### config.mk
export PLATFORM = sky130hd
export DESIGN_NAME = vga_scan_gen
export DESIGN_NICKNAME = d
export VERILOG_FILES = /design/src/rtl/vga_pkg.sv /design/src/rtl/vga_axis_counter.sv /design/src/rtl/vga_scan_gen.sv
export SDC_FILE = /design/constraint.sdc
export NUM_CORES = 1
export LEC_CHECK = 0
export BUFFER_PORTS_ARGS = -buffer_cell sky130_fd_sc_hd__clkbuf_2
export CAP_MARGIN = 20
export CORE_MARGIN = 1.5
export CORE_UTILIZATION = 45
export CTS_CLUSTER_DIAMETER = 80
export CTS_CLUSTER_SIZE = 8
export DETAILED_ROUTE_END_ITERATION = 6
export GPL_TIMING_DRIVEN = 0
export PLACE_DENSITY = 0.72
export SLEW_MARGIN = 20
export SYNTH_ARGS = -nofsm -noshare
export SYNTH_HDL_FRONTEND = slang
export SYNTH_SLANG_ARGS = --single-unit
### constraint.sdc
create_clock -name clk -period 2.2 [get_ports clk]
set_input_delay 0.22 -clock clk [delete_from_list [all_inputs] [get_ports clk]]
set_output_delay 0.22 -clock clk [all_outputs]
set_load 0.1 [all_outputs]
### src/rtl/vga_pkg.sv
// rtl/vga_pkg.sv - shared VGA timing defaults, axis total helper and 12-bit coordinate type
package vga_pkg;

    localparam int COORD_W   = 12;
    localparam int COORD_MAX = 4095;

    localparam int H_ACTIVE_DEF = 1280;
    localparam int H_FP_DEF     = 48;
    localparam int H_SYNC_DEF   = 112;
    localparam int H_BP_DEF     = 248;

    localparam int V_ACTIVE_DEF = 1024;
    localparam int V_FP_DEF     = 1;
    localparam int V_SYNC_DEF   = 3;
    localparam int V_BP_DEF     = 38;

    typedef logic [COORD_W-1:0] coord_t;

    // Total period of one scan axis (visible + front porch + sync + back porch).
    function automatic int axis_total(input int act, input int fp, input int sy, input int bp);
        return act + fp + sy + bp;
    endfunction

    localparam int HT_DEF = axis_total(H_ACTIVE_DEF, H_FP_DEF, H_SYNC_DEF, H_BP_DEF);
    localparam int VT_DEF = axis_total(V_ACTIVE_DEF, V_FP_DEF, V_SYNC_DEF, V_BP_DEF);

endpackage

### src/rtl/vga_axis_counter.sv
// rtl/vga_axis_counter.sv - one scan axis: position counter, wrap, sync and active decode
module vga_axis_counter
    import vga_pkg::*;
#(
    parameter int   ACTIVE   = H_ACTIVE_DEF,
    parameter int   FP       = H_FP_DEF,
    parameter int   SYNC     = H_SYNC_DEF,
    parameter int   BP       = H_BP_DEF,
    parameter logic SYNC_POL = 1'b1
) (
    input  logic               clk,
    input  logic               rst_n,
    input  logic               en,
    output logic [COORD_W-1:0] pos,
    output logic               sync,
    output logic               act_next,
    output logic               carry
);

    localparam int TOTAL = axis_total(ACTIVE, FP, SYNC, BP);

    generate
        if (TOTAL > COORD_MAX) begin : g_total_too_large
            $error("vga_axis_counter: axis total %0d exceeds 12-bit range", TOTAL);
        end
    endgenerate

    localparam coord_t LAST       = coord_t'(TOTAL - 1);
    localparam coord_t ACT_END    = coord_t'(ACTIVE);
    localparam coord_t SYNC_START = coord_t'(ACTIVE + FP);
    localparam coord_t SYNC_END   = coord_t'(ACTIVE + FP + SYNC);

    // cnt is the position that will be presented on pos at the next edge;
    // decoding it one cycle early keeps every registered output aligned.
    coord_t cnt;
    logic   sync_next;

    assign act_next  = (cnt < ACT_END);
    assign carry     = en && (cnt == LAST);
    assign sync_next = ((cnt >= SYNC_START) && (cnt < SYNC_END)) ? SYNC_POL : ~SYNC_POL;

    // Advance the axis position when enabled and register the decoded position and sync.
    always_ff @(posedge clk or negedge rst_n) begin
        if (!rst_n) begin
            cnt  <= '0;
            pos  <= '0;
            sync <= ~SYNC_POL;
        end else begin
            pos  <= cnt;
            sync <= sync_next;
            if (en) begin
                cnt <= (cnt == LAST) ? '0 : cnt + coord_t'(1);
            end
        end
    end

endmodule

### src/rtl/vga_scan_gen.sv
// rtl/vga_scan_gen.sv - VGA scan generator with per-frame sample hold; VGA_SCAN_PEAK_HOLD_EN selects peak hold
module vga_scan_gen
    import vga_pkg::*;
#(
    parameter int   H_ACTIVE = H_ACTIVE_DEF,
    parameter int   H_FP     = H_FP_DEF,
    parameter int   H_SYNC   = H_SYNC_DEF,
    parameter int   H_BP     = H_BP_DEF,
    parameter int   V_ACTIVE = V_ACTIVE_DEF,
    parameter int   V_FP     = V_FP_DEF,
    parameter int   V_SYNC   = V_SYNC_DEF,
    parameter int   V_BP     = V_BP_DEF,
    parameter logic SYNC_POL = 1'b1
) (
    input  logic        clk,
    input  logic        rst_n,
    input  logic [9:0]  sample_in,
    input  logic        sample_valid,
    output logic [11:0] horz,
    output logic [11:0] vert,
    output logic        hsync,
    output logic        vsync,
    output logic        active,
    output logic        frame_start,
    output logic [9:0]  sample
);

    logic       h_act_next;
    logic       h_carry;
    logic       v_act_next;
    logic       v_carry;
    logic       wrap_q;
    logic [9:0] acc;
    logic [9:0] acc_in;

    vga_axis_counter #(
        .ACTIVE   (H_ACTIVE),
        .FP       (H_FP),
        .SYNC     (H_SYNC),
        .BP       (H_BP),
        .SYNC_POL (SYNC_POL)
    ) u_horz (
        .clk      (clk),
        .rst_n    (rst_n),
        .en       (1'b1),
        .pos      (horz),
        .sync     (hsync),
        .act_next (h_act_next),
        .carry    (h_carry)
    );

    vga_axis_counter #(
        .ACTIVE   (V_ACTIVE),
        .FP       (V_FP),
        .SYNC     (V_SYNC),
        .BP       (V_BP),
        .SYNC_POL (SYNC_POL)
    ) u_vert (
        .clk      (clk),
        .rst_n    (rst_n),
        .en       (h_carry),
        .pos      (vert),
        .sync     (vsync),
        .act_next (v_act_next),
        .carry    (v_carry)
    );

    // Fold the current input into the running frame value (peak or last sample).
    always_comb begin
        acc_in = acc;
        if (sample_valid) begin
`ifdef VGA_SCAN_PEAK_HOLD_EN
            acc_in = (sample_in > acc) ? sample_in : acc;
`else
            acc_in = sample_in;
`endif
        end
    end

    // wrap_q marks that both counters now sit at 0/0; it resets high so the
    // first edge after reset presents a frame start.
    always_ff @(posedge clk or negedge rst_n) begin
        if (!rst_n) begin
            wrap_q      <= 1'b1;
            active      <= 1'b0;
            frame_start <= 1'b0;
        end else begin
            wrap_q      <= h_carry && v_carry;
            active      <= h_act_next && v_act_next;
            frame_start <= wrap_q;
        end
    end

    // Publish the finished frame's value as frame_start rises; inputs taken
    // during the frame_start cycle itself land in the freshly cleared acc.
    always_ff @(posedge clk or negedge rst_n) begin
        if (!rst_n) begin
            acc    <= '0;
            sample <= '0;
        end else if (wrap_q) begin
            sample <= acc_in;
            acc    <= '0;
        end else begin
            acc    <= acc_in;
        end
    end

endmodule

=== Word-level counts from Yosys, hierarchy flattened ===
Index checks and enable logic that the tools add are counted.

* Magnitude comparators: 6
* Reduce and logical (&&, ||, !) cells: 5
* Add/subtract/negate cells: 2
* Multiplexer cells: 6
* Equality and inequality tests: 2

{| class="wikitable"
|+ Operators with widths
! cell !! number
|-
| < comparator 12 x 11 -> 1 bit (second input constant) || 4
|-
| adder 12 x 1 -> 12 bit (second input constant) || 2
|-
| == test 12 x 11 -> 1 bit (second input constant) || 2
|-
| >= comparator 12 x 11 -> 1 bit (second input constant) || 2
|-
| 2-to-1 mux 12 bit || 2
|-
| 2-to-1 mux 10 bit || 2
|-
| logical AND 1 bit || 5
|-
| 2-to-1 mux 1 bit || 2
|}

* Logic and storage cells: 32
* Output and inout port bits: 38
* Register bits: 73

=== Longest topological paths before layout ===
Gate-level depths: netlist (run 1).

* Depth in word-level cells: 3
* Gate-level depth with buffers: 6

=== Cells and area by module ===
A second synthesis (run 1) with hierarchy kept.

* Cells, all modules: 225
* Area, all modules: 2839.0 µm²

{| class="wikitable"
|+ By module, submodules not included
! module !! cells each !! times used !! area an instance (µm²)
|-
| vga_axis_counter at u_horz || 78 || 1 || 1009.7
|-
| vga_axis_counter at u_vert || 77 || 1 || 987.2
|-
| vga_scan_gen || 70 || 1 || 842.1
|}

=== Least setup slack after synthesis (run 1) ===
Ideal clock, no wire load.

* Kind: reg2reg
* Start: reg u_horz.cnt[0]
* End: reg u_vert.cnt[5]
* Arrival time: 1.554 ns
* Clock period less this slack: 1.623 ns
* Data required time: 2.131 ns
* Stages on the path, launching flop included: 6
* Path slack: 0.577 ns
* Path buffers: 0
* Cells stage by stage: dfrtp_1 ha_1 and4b_2 nand3_4 or4_1 nand3_1

* Word-level cells in the longest chain between the ends: 1

{| class="wikitable"
|+ RTL lines
! element !! line !! source
|-
| start, declared || vga_axis_counter.sv:35 || <nowiki>coord_t cnt;</nowiki>
|-
| start signal, assigned || vga_axis_counter.sv:52 || <nowiki>cnt <= (cnt == LAST) ? '0 : cnt + coord_t'(1);</nowiki>
|-
| == test 12 x 11 -> 1 bit || vga_axis_counter.sv:39 || <nowiki>assign carry = en && (cnt == LAST);</nowiki>
|-
| end signal, assigned || vga_axis_counter.sv:52 ||
|-
| end, declared || vga_axis_counter.sv:35 ||
|}

No other way between the ends.
A chain may end at the register's enable or synchronous reset.

=== Worst setup path in the final report (run 1) ===
* Start: reg u_horz.cnt[0]
* End: reg u_vert.cnt[11]

Same word-level chain as after synthesis.

==> results.json, run 1 <==
{
  "status": "finished clean",
  "p_total_uw": 2440,
  "tightest_slew_ns": 0.562,
  "ant_nets": 0,
  "num_io_pins": 51,
  "synthCells": 226,
  "crit_type": "register to register",
  "grt-ovfl-total": 0,
  "gp_congestion": 0.811,
  "port_buffers": 49,
  "final_cell_mix": "dfrtp_1, clkbuf_2, nor2_1, nand3_1",
  "p_leak_uw": 0.00165,
  "clock_latency_ns": 0.33,
  "hpwl_mm": 3.47,
  "die-height_um": 81.8,
  "wl_per_cell_um": 14.1,
  "antenna_found_initial": 0,
  "clock.fmax_mhz": 560,
  "wl_met1_mm": 2.47,
  "floorplan.initialDensity_pct": 46.9,
  "core_mm2": 0.00596,
  "finalCriticalPeriod_ns": 1.79,
  "yosys_warnings": 0,
  "netlist_area_mm2": 0.00279,
  "topRoutingLayerUsed": "met4",
  "die_area_mm2": 0.00669,
  "fin_worst_skew_ns": 0.00601,
  "final-instance-count-excl-fill": 368,
  "rsz0062_at_grt": "false",
  "p_int_uw": 1940,
  "crit_path_max_fanout": 9,
  "crit_arrival_ns": 2.05,
  "ys_ff_latch": 73,
  "end_kind": "register",
  "drc": 0,
  "final_nets": 306,
  "p_sw_share_pct": 20.4,
  "wl_met2_mm": 2.35,
  "diodes": 0,
  "drv_cap": 0,
  "dr.pass1.iters": 4,
  "slew-limit-headroom_pct": 62.7,
  "vias": 1868,
  "syn2layout_area_growth_pct": 20.3,
  "seqPwrFrac_pct": 56.0,
  "power.density_mw_per_mm2": 725,
  "critPathLaunchType": "register",
  "tns_ns": 0,
  "fillers": 519,
  "synthArstFlopShare_pct": 100,
  "die_x_um": 81.8,
  "drtIter0Drc": 160,
  "clkPwrFrac_pct": 41.0,
  "cts_resized": 0,
  "syn_avg_cell_area_um2": 12.4,
  "grt_pass1_wl_mm": 8.62,
  "grt_pass1_vias": 1877,
  "required_ns": 2.46,
  "clk_pin_slew_worst_paths_ns": 0.07,
  "seq_area_frac_synth_pct": 65.5,
  "dp_cells": 351,
  "wl_mm": 5.21,
  "cts_root_buffer": "clkbuf_8",
  "grt_util_all_layers_pct": 17.4,
  "syn_nets": 244,
  "clock_path_buffers": 2,
  "setup_viol": 0,
  "layout_commonest_cell": "dfrtp_1",
  "numCtsBuffers": 9,
  "hp-class": "primary input to register",
  "yosysUniqueCellTypes": 39,
  "cts_tree": "done",
  "final_hold_viol_count": 0,
  "synth_edf_count": 0,
  "ys.flop_type": "dfrtp_1",
  "dr_wl_met3_um": 266,
  "drive_above_1_share_pct": 26.3,
  "h-tree-depth": 3,
  "post-route-util_pct": 56.4,
  "rows": 28,
  "finalMaxSlewViolations": 0,
  "p_comb_share_pct": 3.0,
  "cts_sinks": 73,
  "design_area_mm2": 0.00336,
  "grt_max_degree": 48,
  "placed_cell_area_mm2": 0.00316,
  "ir_drop_mv": 0.341,
  "power.switching_uw": 497,
  "vias_per_cell": 5.08,
  "finalCritPeriodShare_pct": 81.2
}
## logic make-up (layout without fill, tap and decap cells)
family                   after synthesis  count (layout)  share of synthesized area (%)
XOR/XNOR                              10              10                           3.14
AO/OA/AOI/OAI                         24              24                           4.79
buffers and inverters                 14              81                           2.06
multiplexers                          14              14                           5.06
flip-flops                            73              73                           65.5
adder cells (fa/ha/maj)                5               5                           2.24
AND/OR/NAND/NOR                       86              86                           17.2
## cells in the mapped netlist, drive strengths merged, types with 3 or more instances
cell type,count,area [um^2]
mux2i,13,130
and4,3,27.5
nand3,16,97.6
clkbuf,3,11.3
a21oi,13,65.1
xnor2,3,26.3
xor2,7,61.3
o21ai,7,35.0
dfrtp,72,1800
and3,5,35.0
nand4,4,25.0
inv,9,33.8
nor2,29,109
or4,3,22.5
nor4,3,18.8
ha,5,62.6
nand2,11,41.3
## sequential cells by signal (all words and copies together) (netlist names)
name / cells
acc: 10
active: 1
frame_start: 1
sample: 10
u_horz.cnt: 12
u_horz.pos: 12
u_horz.sync: 1
u_vert.cnt: 12
u_vert.pos: 12
u_vert.sync: 1
wrap_q: 1
## cell type report
cell class	count	area, um^2	area share, %
inverter	9	33.8	1.01
sequential	73	1830	54.4
multi-input combinational	139	907	27.0
tap	75	93.8	2.79
clock inverter	3	40.0	1.19
clock buffer	13	149	4.43
buffer	5	23.8	0.707
timing repair buffer	51	285	8.49
## what timing repair did
item,CTS,global route
buffers inserted,0,0
endpoints found under the hold margin,26,0
setup endpoints to repair,0,0
hold buffers,1,0
## worst max-delay path, cell delays in order (launching register included)
cell,delay (ns)
dfrtp_1,0.44
ha_1,0.23
and4b_2,0.30
nand3_4,0.13
nor4_1,0.40
mux2i_1,0.22
## per-layer routing
layer / track usage, % / vias up
met1: 22.7 / 895
li1: - / 906
met2: 26.6 / 56
met4: 10.8 / 0
met3: 3.56 / 11
met5: 0 / -
## power groups by stage
stage          logic (uW)  clock network [uW]  registers (uW)
2_1_floorplan        27.4                   0            1390
3_3_place_gp         66.0                   0            1390
3_5_place_dp         75.3                   0            1390
4_1_cts              76.9                1040            1360
5_1_grt              86.3                1080            1360
6_report             73.7                 999            1360
## stage by stage
step	setup WS [ns]	hold WS, ns
2_1_floorplan	0.577	-0.0756
6_report	0.414	0.160
4_1_cts	0.378	0.145
3_3_place_gp	0.382	0.404
5_1_grt	0.261	0.175
3_5_place_dp	0.417	0.189
## final timing paths
| check | slack [ns] | cells after the start | to | startpoint |
|---|---|---|---|---|
| hold reg to reg | 0.42 | 0 | frame_start$_DFF_PN0_ | wrap_q$_DFF_PN1_ |
| max in group asynchronous | 1.22 | 3 | wrap_q$_DFF_PN1_ | rst_n |
| hold / removal | 0.16 | 3 | acc[1]$_DFF_PN0_ | sample_in[1] |
| setup reg to reg | 0.41 | 5 | u_vert.cnt[11]$_DFFE_PN0N_ | u_horz.cnt[0]$_DFF_PN0_ |
| min in group asynchronous | 0.38 | 2 | sample[5]$_DFFE_PN0P_ | rst_n |
| setup / recovery | 0.41 | 5 | u_vert.cnt[11]$_DFFE_PN0N_ | u_horz.cnt[0]$_DFF_PN0_ |
No activity file was read; power rests on OpenSTA's default activity.
==> run 2: changes to the inputs <==
--- a/config.mk
+++ b/config.mk
@@ -13,7 +13,7 @@
 export CTS_CLUSTER_SIZE = 8
 export DETAILED_ROUTE_END_ITERATION = 6
 export GPL_TIMING_DRIVEN = 0
-export PLACE_DENSITY = 0.72
+export PLACE_DENSITY = 0.74
 export SLEW_MARGIN = 20
 export SYNTH_ARGS = -nofsm -noshare
 export SYNTH_HDL_FRONTEND = slang
==> constraint.sdc (replaced) <==
create_clock -name clk -period 1.5 [get_ports clk]
set_input_delay 0.15 -clock clk [delete_from_list [all_inputs] [get_ports clk]]
set_output_delay 0.15 -clock clk [all_outputs]
set_load 0.1 [all_outputs]
==> results.json, run 2 (synthesis gave the netlist of run 1 again) <==
{
  "grt-ovfl-total": 0,
  "grt_pass1_wl_mm": 9.43,
  "drc": 0,
  "slew-limit-headroom_pct": 62.9,
  "status": "complete, but fails checks",
  "grt_util_met1_pct": 25.1,
  "dr.pass1.iters": 4,
  "vias": 2061,
  "wl_mm": 6.08,
  "cpMaxStageDelayCell": "or4_4",
  "power.density_mw_per_mm2": 921,
  "top_usage_layer": "met2",
  "required_ns": 1.77,
  "met2_usage_pct": 29.5,
  "grt_util_all_layers_pct": 19.0,
  "syn2layout_area_growth_pct": 34.2,
  "crit_type": "register to register",
  "final_hold_viol_count": 0,
  "crit_arrival_ns": 1.93,
  "finalCriticalPeriod_ns": 1.66,
  "violations": "setup timing",
  "layout_commonest_cell": "dfrtp_1",
  "ant_nets": 0,
  "setup_viol": 16,
  "clock_latency_ns": 0.33,
  "floorplan.initialDensity_pct": 46.9,
  "port_buffers": 49,
  "wl_per_cell_um": 15.2,
  "p_leak_uw": 0.00184,
  "tightest_slew_ns": 0.559,
  "gp_congestion": 0.799,
  "crit_path_max_fanout": 7,
  "crit_family": "simple AND/OR/NAND/NOR gates",
  "final-instance-count-excl-fill": 400,
  "critPathLaunchType": "register",
  "drv_cap": 0,
  "drive_above_1_share_pct": 42.8,
  "met3_usage_pct": 4.44,
  "fin_worst_skew_ns": 0.00223,
  "grt_max_degree": 41,
  "setup_ws_ns": -0.157,
  "finalCritPeriodShare_pct": 110,
  "post-route-util_pct": 62.9,
  "dp_cells": 351,
  "h-tree-depth": 3,
  "finalMaxSlewViolations": 0,
  "rows": 28,
  "end_kind": "register",
  "cts_tree": "done",
  "die_area_mm2": 0.00669,
  "rsz0062_at_grt": "true",
  "drtIter0Drc": 127,
  "p_total_uw": 3450,
  "die-height_um": 81.8,
  "ir_drop_mv": 0.601,
  "clock_path_buffers": 2,
  "clk_pin_slew_worst_paths_ns": 0.07,
  "slowest_delay_ns": 0.56,
  "numCtsBuffers": 9,
  "dp_slack_ns": -0.263,
  "num_io_pins": 51,
  "path_cells": "ha_4, and4b_2, nand3_4, or4_4, nand3_2",
  "vias_per_cell": 5.15,
  "antenna_found_initial": 0,
  "grt_pass1_vias": 2004,
  "die_x_um": 81.8,
  "diodes": 0,
  "hpwl_mm": 3.48,
  "hp-class": "primary input to register",
  "final_nets": 338,
  "cp_num_buf_inv": 0,
  "core_mm2": 0.00596,
  "final_cell_mix": "dfrtp_1, clkbuf_2, buf_4, nor2_1",
  "clock.fmax_mhz": 604,
  "cts_sinks": 73,
  "cts_root_buffer": "clkbuf_8"
}
run 2: cell types whose count changed in the layout (fill, tap and decap cells not counted), sizes merged:
| cell | previous run | this run |
|---|---|---|
| buf | 3 | 34 |
| bufinv | 1 | 0 |
| clkinv | 2 | 3 |
| nand3 | 16 | 17 |
run 2: cell type report:
class / instances / area [um^2]
Clock buffer: 13 / 159
Tap cell: 75 / 93.8
Sequential cell: 73 / 1840
Clock inverter: 3 / 15.0
Buffer: 5 / 27.5
Inverter: 9 / 33.8
Multi-Input combinational cell: 140 / 1070
Fill cell: 464 / 2210
Timing Repair Buffer: 82 / 514
run 2: worst register-to-register path, delay by kind of cell (launching register included):
kind	cells	cell delay [ns]
AND/OR/NAND/NOR	4	1.04
flip-flops	1	0.40
adder cells (fa/ha/maj)	1	0.16
run 2: path summary, 6_finish.rpt:
kind,startpoint,slack (ns),depth (start not counted),end
setup / recovery,u_horz.cnt[1]$_DFF_PN0_,-0.16,5,u_vert.cnt[5]$_DFFE_PN0N_
hold reg to reg,wrap_q$_DFF_PN1_,0.42,0,frame_start$_DFF_PN0_
max in group asynchronous,rst_n,0.54,3,wrap_q$_DFF_PN1_
setup reg to reg,u_horz.cnt[1]$_DFF_PN0_,-0.16,5,u_vert.cnt[5]$_DFFE_PN0N_
hold / removal,sample_in[5],0.09,3,acc[5]$_DFF_PN0_
min in group asynchronous,rst_n,0.34,2,acc[0]$_DFF_PN0_
run 2: per-stage QoR:
stage	hold slack, ns	area [um^2]	setup TNS [ns]
finish	0.0886	3750	-1.15
global route	0.117	3750	-2.31
detailed placement	0.159	3160	-2.36
CTS	0.0735	3540	-0.170
floorplan	-0.146	2800	-0.203
global placement	0.404	3130	-18.41
run 2: power breakdown:
| part | total (uW) | switching, uW | internal [uW] | leakage, uW |
|---|---|---|---|---|
| clock network | 1340 | 660 | 684 | 0.0000932 |
| registers | 2000 | 6.58 | 1990 | 0.000901 |
| logic | 107 | 68.8 | 37.8 | 0.000849 |
| total | 3450 | 735 | 2720 | 0.00184 |
run 2: timing repair:
| action | 4_1_cts | 5_1_grt |
|---|---|---|
| setup buffers | 20 | 11 |
| resized for setup | 13 | 32 |
| endpoints found under the hold margin | 33 | 0 |
| hold buffers | 1 | 0 |
| gates cloned | 0 | 1 |
| pin swaps | 7 | 12 |
| endpoints found under the setup margin | 21 | 20 |
run 2: per-layer routing:
metal,vias to the layer above,part of all wire [%]
li1,968,-
met1,1011,44
met2,72,49
met3,10,5.9
met4,0,1.6
met5,-,0
==> run 3: changes to the inputs <==
--- a/config.mk
+++ b/config.mk
@@ -14,6 +14,7 @@
 export DETAILED_ROUTE_END_ITERATION = 6
 export GPL_TIMING_DRIVEN = 0
 export PLACE_DENSITY = 0.74
+export REMOVE_ABC_BUFFERS = 1
 export SLEW_MARGIN = 20
 export SYNTH_ARGS = -nofsm -noshare
 export SYNTH_HDL_FRONTEND = slang
==> results.json, run 3 (synthesis gave the netlist of run 1 again) <==
{
  "syn2layout_area_growth_pct": 29.8,
  "crit_arrival_ns": 1.91,
  "grt_pass1_wl_mm": 8.62,
  "grt-ovfl-total": 0,
  "hpwl_mm": 3.33,
  "cts_tree": "done",
  "p_leak_uw": 0.00176,
  "seqPwrFrac_pct": 52.1,
  "vias_per_cell": 5.18,
  "slowest_delay_ns": 0.51,
  "final_hold_viol_count": 0,
  "required_ns": 1.78,
  "cp_num_buf_inv": 0,
  "design_area_mm2": 0.00362,
  "gp_congestion": 0.790,
  "floorplan.initialDensity_pct": 46.9,
  "grt_max_degree": 51,
  "diodes": 0,
  "die_x_um": 81.8,
  "die-height_um": 81.8,
  "grt_util_all_layers_pct": 17.5,
  "end_kind": "register",
  "finalMaxSlewViolations": 0,
  "critPathLaunchType": "register",
  "fillers": 471,
  "crit_type": "register to register",
  "cts_sinks": 73,
  "p_comb_share_pct": 2.9,
  "p_total_uw": 3850,
  "rows": 28,
  "setup_ws_ns": -0.129,
  "h-tree-depth": 3,
  "path_cells": "ha_4, and4b_2, nand3_4, or4_1, nand3_1",
  "cpMaxStageDelayCell": "or4_1",
  "crit_family": "simple AND/OR/NAND/NOR gates",
  "wl_per_cell_um": 14.2,
  "drc": 0,
  "num_io_pins": 51,
  "hp-class": "primary input to register",
  "clkPwrFrac_pct": 45.1,
  "layout_commonest_cell": "dfrtp_1",
  "crit_path_max_fanout": 8,
  "clock_path_buffers": 2,
  "drtIter0Drc": 83,
  "power.density_mw_per_mm2": 1060,
  "slew-limit-headroom_pct": 62.7,
  "status": "complete, but fails checks",
  "ant_nets": 0,
  "wl_mm": 5.42,
  "finalCriticalPeriod_ns": 1.63,
  "finalCritPeriodShare_pct": 109,
  "vias": 1974,
  "fin_worst_skew_ns": 0.00717,
  "core_mm2": 0.00596,
  "final_nets": 320,
  "ir_drop_mv": 0.630,
  "antenna_found_initial": 0,
  "p_int_uw": 3100,
  "numCtsBuffers": 9,
  "drive_above_1_share_pct": 37.6,
  "clock.fmax_mhz": 614,
  "placed_cell_area_mm2": 0.00314,
  "drv_cap": 0,
  "grt_pass1_vias": 1880,
  "post-route-util_pct": 60.9,
  "tightest_slew_ns": 0.561,
  "die_area_mm2": 0.00669,
  "tns_ns": -0.342,
  "cts_root_buffer": "clkbuf_8",
  "final_cell_mix": "dfrtp_1, clkbuf_2, nor2_1, buf_4, nand3_1",
  "setup_viol": 8,
  "dr.pass1.iters": 4,
  "violations": "setup timing",
  "power.switching_uw": 747,
  "clock_latency_ns": 0.34,
  "port_buffers": 50,
  "p_sw_share_pct": 19.4,
  "rsz0062_at_grt": "true",
  "clk_pin_slew_worst_paths_ns": 0.07
}
-- run 3: worst paths after layout --
kind | startpoint | to | slack [ns] | depth (start not counted)
max | u_horz.cnt[0]$_DFF_PN0_ | u_vert.cnt[5]$_DFFE_PN0N_ | -0.13 | 5
max in group asynchronous | rst_n | wrap_q$_DFF_PN1_ | 0.61 | 3
min in group asynchronous | rst_n | acc[6]$_DFF_PN0_ | 0.29 | 2
max reg2reg | u_horz.cnt[0]$_DFF_PN0_ | u_vert.cnt[5]$_DFFE_PN0N_ | -0.13 | 5
min reg2reg | u_horz.cnt[7]$_DFF_PN0_ | u_horz.pos[7]$_DFF_PN0_ | 0.45 | 0
min | sample_in[8] | acc[8]$_DFF_PN0_ | 0.08 | 3
-- run 3: timing repair --
action                     in CTS  in global routing
hold buffers                    1                  0
pin swaps                       6                  4
buffers inserted               14                  5
resized for setup              11                 18
hold endpoints to repair       23                  0
setup endpoints to repair      22                 15
-- run 3: through the flow --
step                      setup WS [ns]  hold slack, ns  std cells
final                            -0.129          0.0795        381
after global routing             -0.173          0.0953        381
after CTS                       -0.0792          0.0649        377
after detailed placement         -0.270           0.110        347
after global placement           -0.257           0.422        346
after floorplan                  -0.123          -0.146        221
-- run 3: final cells by class --
cell class              count  area [um^2]  share of cell area, %
multi-input cells         139         1000                   27.7
repair buffers             70          425                   11.7
flip-flops and latches     73         1840                   50.7
well taps                  75         93.8                   2.59
clock inverters             2         60.1                   1.66
inverters                   9         33.8                  0.932
clock buffers              13          169                   4.66
-- run 3: layer usage --
metal	GRT usage (%)	share of wire (%)
met5	0	0
met4	10.5	2.0
met2	26.6	45
met3	4.11	6.2
met1	22.8	46
-- run 3: worst min-delay path: cells and delay by family --
| family | cells | cell delay (ns) |
|---|---|---|
| buffers and inverters | 1 | 0.07 |
| AND/OR/NAND/NOR | 1 | 0.08 |
| multiplexers | 1 | 0.08 |
-- run 3: power groups by stage --
| stage | Sequential (uW) | Combinational, uW | Clock, uW |
|---|---|---|---|
| floorplan | 2040 | 34.5 | 0 |
| global placement | 2040 | 96.7 | 0 |
| global route | 2000 | 128 | 1860 |
| finish | 2000 | 110 | 1730 |
| CTS | 2000 | 114 | 1770 |
| detailed placement | 2040 | 112 | 0 |
